**config.mk**
```make
export PLATFORM = sky130hd
export DESIGN_NAME = app_regs_flat
export DESIGN_NICKNAME = d
export VERILOG_FILES = /design/src/rtl/app_regs_if.sv /design/src/rtl/app_regs.sv /design/src/flat_wrapper.sv
export SDC_FILE = /design/constraint.sdc
export NUM_CORES = 1
export LEC_CHECK = 0
export CAP_MARGIN = 10
export CELL_PAD_IN_SITES_DETAIL_PLACEMENT = 1
export CELL_PAD_IN_SITES_GLOBAL_PLACEMENT = 1
export CORE_MARGIN = 3
export CORE_UTILIZATION = 36
export CTS_BUF_LIST = sky130_fd_sc_hd__clkbuf_16
export DETAILED_ROUTE_END_ITERATION = 6
export PLACE_DENSITY_LB_ADDON = 0.1
export RECOVER_POWER = 100
export SLEW_MARGIN = 30
export SYNTH_ARGS = -nofsm -noshare
export SYNTH_HDL_FRONTEND = slang
export SYNTH_SLANG_ARGS = --single-unit
```
**constraint.sdc**
```tcl
create_clock -name clk_i -period 4 [get_ports clk_i]
set_input_delay 1 -clock clk_i [delete_from_list [all_inputs] [get_ports clk_i]]
set_output_delay 1 -clock clk_i [all_outputs]
set_load 0.005 [all_outputs]
```
**src/rtl/app_regs_if.sv**
```systemverilog
// Byte-stream handshake bundle between the usb_cdc application side and app_regs.
// Signal names are written from the app_regs point of view; the slave modport is app_regs.
interface app_regs_if;
  logic [7:0] out_data_i;
  logic       out_valid_i;
  logic       out_ready_o;
  logic [7:0] in_data_o;
  logic       in_valid_o;
  logic       in_ready_i;

  modport slave (
    input  out_data_i,
    input  out_valid_i,
    output out_ready_o,
    output in_data_o,
    output in_valid_o,
    input  in_ready_i
  );

  modport master (
    output out_data_i,
    output out_valid_i,
    input  out_ready_o,
    input  in_data_o,
    input  in_valid_o,
    output in_ready_i
  );
endinterface

```
**src/rtl/app_regs.sv**
```systemverilog
// ASCII command parser ("Wadd"/"Ra") over a byte stream, backed by a 16 x 8-bit register file.
// Optional idle/sleep detector enabled by defining APP_REGS_SLEEP_EN.
module app_regs #(
  parameter logic [23:0] SLEEP_CYCLES = 24'd12000000
) (
  input  logic       clk_i,
  input  logic       rstn_i,
  app_regs_if.slave  bus,
  output logic       sleep_o
);

  typedef enum logic [2:0] {StIdle, StAddr, StDataH, StDataL, StResp} state_e;

  state_e     state_q, state_d;
  logic       rdy_q;
  logic [7:0] regs_q [16];
  logic       op_wr_q, op_wr_d;
  logic [3:0] addr_q, addr_d;
  logic [3:0] hi_q, hi_d;
  logic [7:0] rsp_q [4];
  logic [7:0] rsp_d [4];
  logic [1:0] last_q, last_d;
  logic [1:0] idx_q, idx_d;
  logic       wr_en;
  logic [7:0] wr_data;
  logic [7:0] rd_data;
  logic       out_xfer, in_xfer;
  logic       is_hex_c;
  logic [3:0] hex_v;

  function automatic logic is_hex(input logic [7:0] c);
    return (c >= 8'h30 && c <= 8'h39) || (c >= 8'h41 && c <= 8'h46) ||
           (c >= 8'h61 && c <= 8'h66);
  endfunction

  // 'A'/'a' have low nibble 1, so adding 9 maps them to 10.
  function automatic logic [3:0] hex_val(input logic [7:0] c);
    return (c <= 8'h39) ? c[3:0] : c[3:0] + 4'd9;
  endfunction

  function automatic logic [7:0] hex_chr(input logic [3:0] n);
    return (n < 4'd10) ? 8'h30 + {4'h0, n} : 8'h37 + {4'h0, n};
  endfunction

  assign out_xfer = bus.out_valid_i & bus.out_ready_o;
  assign in_xfer  = bus.in_valid_o & bus.in_ready_i;
  assign is_hex_c = is_hex(bus.out_data_i);
  assign hex_v    = hex_val(bus.out_data_i);
  assign rd_data  = regs_q[hex_v];
  assign wr_data  = {hi_q, hex_v};

  always_ff @(posedge clk_i or negedge rstn_i) begin
    if (!rstn_i) begin
      state_q <= StIdle;
      rdy_q   <= 1'b0;
      op_wr_q <= 1'b0;
      addr_q  <= '0;
      hi_q    <= '0;
      last_q  <= '0;
      idx_q   <= '0;
      for (int i = 0; i < 4; i++) rsp_q[i] <= '0;
      for (int i = 0; i < 16; i++) regs_q[i] <= '0;
    end else begin
      state_q <= state_d;
      rdy_q   <= 1'b1;
      op_wr_q <= op_wr_d;
      addr_q  <= addr_d;
      hi_q    <= hi_d;
      last_q  <= last_d;
      idx_q   <= idx_d;
      rsp_q   <= rsp_d;
      if (wr_en) regs_q[addr_q] <= wr_data;
    end
  end

  always_comb begin
    state_d = state_q;
    op_wr_d = op_wr_q;
    addr_d  = addr_q;
    hi_d    = hi_q;
    rsp_d   = rsp_q;
    last_d  = last_q;
    idx_d   = idx_q;
    wr_en   = 1'b0;
    // Any protocol error collapses to a single "?" reply; overridden below on valid paths.
    if (out_xfer && state_q != StResp) begin
      rsp_d[0] = 8'h3F;
      last_d   = 2'd0;
      idx_d    = 2'd0;
      state_d  = StResp;
    end
    unique case (state_q)
      StIdle: begin
        if (out_xfer) begin
          if (bus.out_data_i == 8'h57 || bus.out_data_i == 8'h77) begin
            op_wr_d = 1'b1;
            state_d = StAddr;
          end else if (bus.out_data_i == 8'h52 || bus.out_data_i == 8'h72) begin
            op_wr_d = 1'b0;
            state_d = StAddr;
          end else if (bus.out_data_i == 8'h0D || bus.out_data_i == 8'h0A) begin
            state_d = StIdle;
          end
        end
      end
      StAddr: begin
        if (out_xfer && is_hex_c) begin
          if (op_wr_q) begin
            addr_d  = hex_v;
            state_d = StDataH;
          end else begin
            rsp_d[0] = hex_chr(rd_data[7:4]);
            rsp_d[1] = hex_chr(rd_data[3:0]);
            rsp_d[2] = 8'h0D;
            rsp_d[3] = 8'h0A;
            last_d   = 2'd3;
          end
        end
      end
      StDataH: begin
        if (out_xfer && is_hex_c) begin
          hi_d    = hex_v;
          state_d = StDataL;
        end
      end
      StDataL: begin
        if (out_xfer && is_hex_c) begin
          wr_en    = 1'b1;
          rsp_d[0] = 8'h2B;
        end
      end
      StResp: begin
        if (in_xfer) begin
          if (idx_q == last_q) begin
            idx_d   = 2'd0;
            state_d = StIdle;
          end else begin
            idx_d = idx_q + 2'd1;
          end
        end
      end
      default: state_d = StIdle;
    endcase
  end

  always_comb begin
    bus.out_ready_o = rdy_q & (state_q != StResp);
    bus.in_valid_o  = (state_q == StResp);
    bus.in_data_o   = (state_q == StResp) ? rsp_q[idx_q] : 8'h00;
  end

`ifdef APP_REGS_SLEEP_EN
  logic [23:0] idle_q, idle_d;

  always_comb begin
    idle_d = idle_q;
    if (out_xfer || in_xfer) begin
      idle_d = '0;
    end else if (idle_q != SLEEP_CYCLES) begin
      idle_d = idle_q + 24'd1;
    end
  end

  always_ff @(posedge clk_i or negedge rstn_i) begin
    if (!rstn_i) idle_q <= '0;
    else         idle_q <= idle_d;
  end

  assign sleep_o = (idle_q == SLEEP_CYCLES);
`else
  logic unused_sleep_cycles;
  assign unused_sleep_cycles = ^SLEEP_CYCLES;
  assign sleep_o = 1'b0;
`endif

endmodule

```
**src/flat_wrapper.sv**
```systemverilog
// flat-port wrapper written by rule: the top's interface ports become plain ports
module app_regs_flat 
#(
  parameter logic [23:0] SLEEP_CYCLES = 24'd12000000
)
  (clk_i, rstn_i, sleep_o, bus_out_data_i, bus_out_valid_i, bus_out_ready_o, bus_in_data_o, bus_in_valid_o, bus_in_ready_i);
  app_regs_if bus_i ();
  input  logic clk_i;
  input  logic rstn_i;
  output logic sleep_o;
  input wire logic [$bits(bus_i.out_data_i)-1:0] bus_out_data_i;
  input wire logic [$bits(bus_i.out_valid_i)-1:0] bus_out_valid_i;
  output wire logic [$bits(bus_i.out_ready_o)-1:0] bus_out_ready_o;
  output wire logic [$bits(bus_i.in_data_o)-1:0] bus_in_data_o;
  output wire logic [$bits(bus_i.in_valid_o)-1:0] bus_in_valid_o;
  input wire logic [$bits(bus_i.in_ready_i)-1:0] bus_in_ready_i;
  assign bus_i.out_data_i = bus_out_data_i;
  assign bus_i.out_valid_i = bus_out_valid_i;
  assign bus_out_ready_o = bus_i.out_ready_o;
  assign bus_in_data_o = bus_i.in_data_o;
  assign bus_in_valid_o = bus_i.in_valid_o;
  assign bus_i.in_ready_i = bus_in_ready_i;
  app_regs #(.SLEEP_CYCLES(SLEEP_CYCLES)) u_core (.clk_i(clk_i), .rstn_i(rstn_i), .bus(bus_i), .sleep_o(sleep_o));
endmodule
```
# --- Word-level counts from Yosys, hierarchy flattened ---
# Cells that the tools add are included.
totals:
  regBits: 163
  latch_bits: 0
  mem_bits_rw: 0
  mem_bits_ro: 0
  output_inout_bits: 11
  word_cells: 122
  n_memories: 0
op_classes:
  addsub: 6
  n_mul: 0
  div: 0
  magnitude_cmp: 12
  n_eq_ne: 12
  n_shift: 0
  mux: 41
  bitwise_logic: 7
  n_reduce_logical: 17
op_table:
  columns: ["cell", "count"]
  rows:
  - ["128-bit bitwise mux", 1]
  - ["8-bit two-way mux", 10]
  - ["32-bit two-way mux", 2]
  - ["8-bit binary-select mux with 4-bit select", 1]
  - ["8-bit demux with 4-bit select", 1]
  - ["8-bit by 7-bit equality test with 1-bit output (second input constant)", 4]
  - ["3-bit two-way mux", 10]
  - ["6-bit by 4-bit adder with 7-bit output (first input constant)", 4]
  - ["8-bit binary-select mux with 2-bit select", 1]
  - ["8-bit by 4-bit equality test with 1-bit output (second input constant)", 2]
  - ["8-bit by 7-bit greater-or-equal comparator with 1-bit output (second input constant)", 2]
  - ["8-bit by 7-bit less-or-equal comparator with 1-bit output (second input constant)", 2]
  - ["2-bit two-way mux", 8]
  - ["8-bit one-hot mux with 2 select lines", 1]
  - ["3-bit one-hot mux with 5 select lines", 1]
  - ["5-bit greater-or-equal comparator (second input constant)", 2]
  - ["4-bit NOT with 5-bit output", 2]
  - ["3-bit AND reduction", 3]
  - ["8-bit by 6-bit greater-or-equal comparator with 1-bit output (second input constant)", 1]
  - ["8-bit by 6-bit less-or-equal comparator with 1-bit output (second input constant)", 1]
  - ["4-bit < comparator (second input constant)", 2]
  - ["3-bit by 2-bit equality test with 1-bit output (second input constant)", 2]
  - ["1-bit logical AND", 6]
  - ["1-bit logical OR", 5]
  - ["other kinds (16)", 21]

# --- Logic depth before layout (Yosys ltp) ---
# Gate-level depths: netlist (run 1).
logic_depth:
  depth_word: 11
  ltp_mapped: 18
  ltp_nobuf: 14

# --- Worst setup path after synthesis (run 1) ---
# Ideal clock, no wire load.
synth_path:
  path_kind: "input-to-reg"
  start: "input bus_out_data_i[0]"
  end: "register u_core.rsp_q[24] (netlist bit)"
  setup_time_ns: 0.126
  t_arrival_ns: 3.960
  required_time_ns: 3.874
  slack_ns: -0.086
  path_stages: 14
  n_path_buf: 4
  cell_sequence: "buf_6 -> inv_1 -> clkbuf_1 -> ha_1 -> buf_2 -> buf_1 -> mux2i_1 -> nand2_1 -> o311a_1 -> o211ai_1 -> o41ai_1 -> a211o_1 -> and3_1 -> o32a_1"
synth_lines:
  columns: ["element", "line", "source"]
  rows:
  - ["start, declared", "flat_wrapper.sv:11", "input wire logic [$bits(bus_i.out_data_i)-1:0] bus_out_data_i;"]
  - ["end signal, assigned", "app_regs.sv:71", "rsp_q <= rsp_d;"]
  - ["end, declared", "app_regs.sv:20", "logic [7:0] rsp_q [4];"]

==> flow_metrics.env, run 1 <==
export IMPL_ys_seq_elements=161
export IMPL_grt_max_degree=150
export IMPL_die_height_um=161
export IMPL_ios=23
export IMPL_final_nets=929
export IMPL_synth_area_um2=8610
export IMPL_start_util=0.373
export IMPL_ant_nets=0
export IMPL_clock_root_buffer="clkbuf_16"
export IMPL_p_sw_mw=1.06
export IMPL_grt_overflow=0
export IMPL_clk_transition_reported_paths_ns=0.07
export IMPL_p_leak_nw=4.91
export IMPL_p_clk_frac=0.411
export IMPL_hold_viol=0
export IMPL_fin_util=0.461
export IMPL_reg2reg_from="u_core.state_q[1]$_DFF_PN0_"
export IMPL_max_vdd_ir_drop_uv=242
export IMPL_wl_per_cell_um=21.2
export IMPL_yosys_top_cells_area="dfrtp_1 (47%), mux2_2 (13%), mux2i_1 (7.2%)"
export IMPL_holdWs_ns=0.479
export IMPL_n_antenna_cell=0
export IMPL_viasPerCell=5.40
export IMPL_synth_main_ff_cell="dfrtp_1"
export IMPL_cts_sinks=161
export IMPL_finalPower_mw=3.74
export IMPL_comb_power_share=0.152
export IMPL_max_slew_margin=-0.403
export IMPL_synthCells=810
export IMPL_yosysTopAreaCellShare=0.468
export IMPL_slew_viol_final=150
export IMPL_p_seq_frac=0.438
export IMPL_place_gp_congestion=0.827
export IMPL_io_buffers=21
export IMPL_hpwlAfterDp_mm=18.9
export IMPL_crit_type="input port to register"
export IMPL_cts_buffers=17
export IMPL_die_area_um2=25800
export IMPL_min_period_ns=3.88
export IMPL_path_max_fanout=10
export IMPL_num_rows=55
export IMPL_grt_use_total=0.208
export IMPL_setup_violations=0
export IMPL_start_kind="input port"
export IMPL_syn_to_final_growth_pct=23.4
export IMPL_final_cell_mix="dfrtp_1 (161), nand2_1 (118), buf_4 (101), mux2_2 (98), mux2i_1 (57)"
export IMPL_first_pass_iters=4
export IMPL_dpl_worst_slack_ns=-0.358
export IMPL_min_path_type="register to register"
export IMPL_final_period_utilization=0.969
export IMPL_worst_slew_pin_slew_ns=2.10
export IMPL_grt_pass1_vias=7122
export IMPL_drt_iter0_drc=397
export IMPL_status="finished with violations"
export IMPL_post_route_drc_count=0
export IMPL_wirelength_mm=26.2
export IMPL_finalClockSkew_ns=0.0120
export IMPL_max_freq_ghz=0.258
export IMPL_yosysUniqueCellTypes=76
export IMPL_power_density_nw_per_um2=352
export IMPL_synth_edf_count=0
export IMPL_crit_path_end_kind="register"
export IMPL_yosysSeqAreaShare=0.468
export IMPL_clk_latency_ns=0.44
export IMPL_cts_tree="yes"
export IMPL_worst_endpoint_required_ns=4.31
export IMPL_yosysWarnings=0
export IMPL_worstHoldStart="u_core.regs_q[105]$_DFFE_PN0P_"
export IMPL_final_common_cell="dfrtp_1"
export IMPL_grt_pass1_wl_mm=41.5
export IMPL_timing_rr_end="u_core.regs_q[93]$_DFFE_PN0P_"
export IMPL_syn_avg_cell_area_um2=10.6
export IMPL_reg2reg_depth=9
export IMPL_async_reset_ff_frac=1.00
export IMPL_h_tree_depth=4
export IMPL_ctsLongestPathBuffers=2
export IMPL_rsz0062_at_grt="true"
export IMPL_synth_top_cell_by_area="dfrtp_1"
export IMPL_violations="max-capacitance violations, max-slew violations"
export IMPL_crit_arrival_ns=4.19
export IMPL_internal_power_mw=2.68
export IMPL_synth_nets=828
export IMPL_vias=6680
export IMPL_die_x_um=161
export IMPL_min_to="u_core.regs_q[105]$_DFFE_PN0P_"
export IMPL_cap_violations=1
export IMPL_worst_slack_ns=0.123
export IMPL_netSwitchingFraction=0.284
export IMPL_antenna_found_initial=0
export IMPL_drive_gt1_frac=0.315
export IMPL_hold_depth=2
export IMPL_rrSetupSlack_ns=1.25
export IMPL_core_area_um2=23100
==> power groups by stage <==
| stage | Clock, mW | Sequential (mW) | Combinational (mW) |
|---|---|---|---|
| 6_report | 1.53 | 1.64 | 0.566 |
| 3_3_place_gp | 0 | 1.67 | 0.542 |
| 4_1_cts | 1.57 | 1.64 | 0.559 |
| 5_1_grt | 1.65 | 1.64 | 0.615 |
| 3_5_place_dp | 0 | 1.67 | 0.555 |
| 2_1_floorplan | 0 | 1.66 | 0.266 |
==> layer usage <==
metal / part of all wire / wire length (um) / global-route usage
met5: 0 / 0 / 0
met4: 0.016 / 425 / 0.0513
met3: 0.035 / 907 / 0.0382
met2: 0.48 / 12700 / 0.346
met1: 0.47 / 12200 / 0.282
==> synth_stat cells (12+ instances only) <==
master    number
inv_1         14
a211oi_1      12
clkbuf_1      35
dfrtp_1      161
nor2_1        29
buf_2         15
nand2_1      118
nand3_1       25
nor3_1        13
o21ai_0       48
mux2_2        98
a21oi_1       29
mux2i_1       62
==> through the flow <==
step / instances / setup TNS (ns) / cell area (um^2)
global placement: 1204 / -10.15 / 10000
finish: 1237 / 0 / 10600
CTS: 1236 / 0 / 10600
detailed placement: 1204 / -15.00 / 10000
global route: 1237 / -0.0362 / 10600
floorplan: 810 / 0 / 8620
==> worst max path at each step <==
| stage | from | to | slack (ns) | cells after the start |
|---|---|---|---|---|
| final | bus_out_data_i[0] | u_core.rsp_q[24]$_DFF_PN0_ | 0.12 | 15 |
| after global routing | bus_out_data_i[1] | u_core.rsp_q[24]$_DFF_PN0_ | -0.03 | 15 |
| after CTS | bus_out_data_i[0] | u_core.rsp_q[22]$_DFFE_PN0P_ | 0.08 | 17 |
| after detailed placement | bus_out_data_i[0] | u_core.rsp_q[22]$_DFFE_PN0P_ | -0.36 | 17 |
| after global placement | bus_out_data_i[0] | u_core.rsp_q[24]$_DFF_PN0_ | -0.28 | 16 |
| after floorplan | bus_out_data_i[0] | u_core.rsp_q[18]$_DFFE_PN0P_ | 0.01 | 17 |
==> state kept, by name, summed over array words and instances (netlist names) <==
name / count
u_core.addr_q: 4
u_core.hi_q: 4
u_core.idx_q: 2
u_core.last_q: 2
u_core.op_wr_q: 1
u_core.rdy_q: 1
u_core.regs_q: 128
u_core.rsp_q: 16
u_core.state_q: 3
==> repair_timing <==
item	4_1_cts	5_1_grt
gates resized for setup	0	14
setup endpoints to repair	0	11
buffers inserted	0	1
hold buffers	0	0
==> logic make-up after synthesis <==
logic type / after synthesis / synth area share
and+or+nand+nor: 239 / 0.135
muxes: 168 / 0.219
AOI/OAI and AO/OA: 154 / 0.120
xor gates and xnor gates: 6 / 0.00916
adders and majority gates: 6 / 0.00872
DFF: 161 / 0.468
other: 2 / 0.000872
buffers and inverters: 74 / 0.0385
==> final cells by class <==
cell class,count,area (um^2)
tap,313,392
multi-input combinational,575,4320
clock inverter,15,111
sequential,161,4030
timing repair buffer,142,1290
clock buffer,17,425
inverter,14,52.6
fill,2511,12400
==> critical path, stage by stage <==
cell	delay (ns)
clkdlybuf4s50_1	0.44
buf_4	0.16
ha_1	0.22
o21ba_2	0.24
o21ai_2	0.14
buf_4	0.18
mux2i_4	0.08
buf_4	0.15
buf_4	0.18
nor3_1	0.26
o41ai_2	0.12
buf_4	0.15
a211o_1	0.35
and3_1	0.19
o32a_1	0.32
No activity file was read; power rests on OpenSTA's default activity.
==> inputs of run 2 (changes only) <==
Settings changed: CTS_CLUSTER_SIZE set to 12.
==> results of run 2 <==
Same layout as run 1: the final DEF is identical, and so are final timing and power.
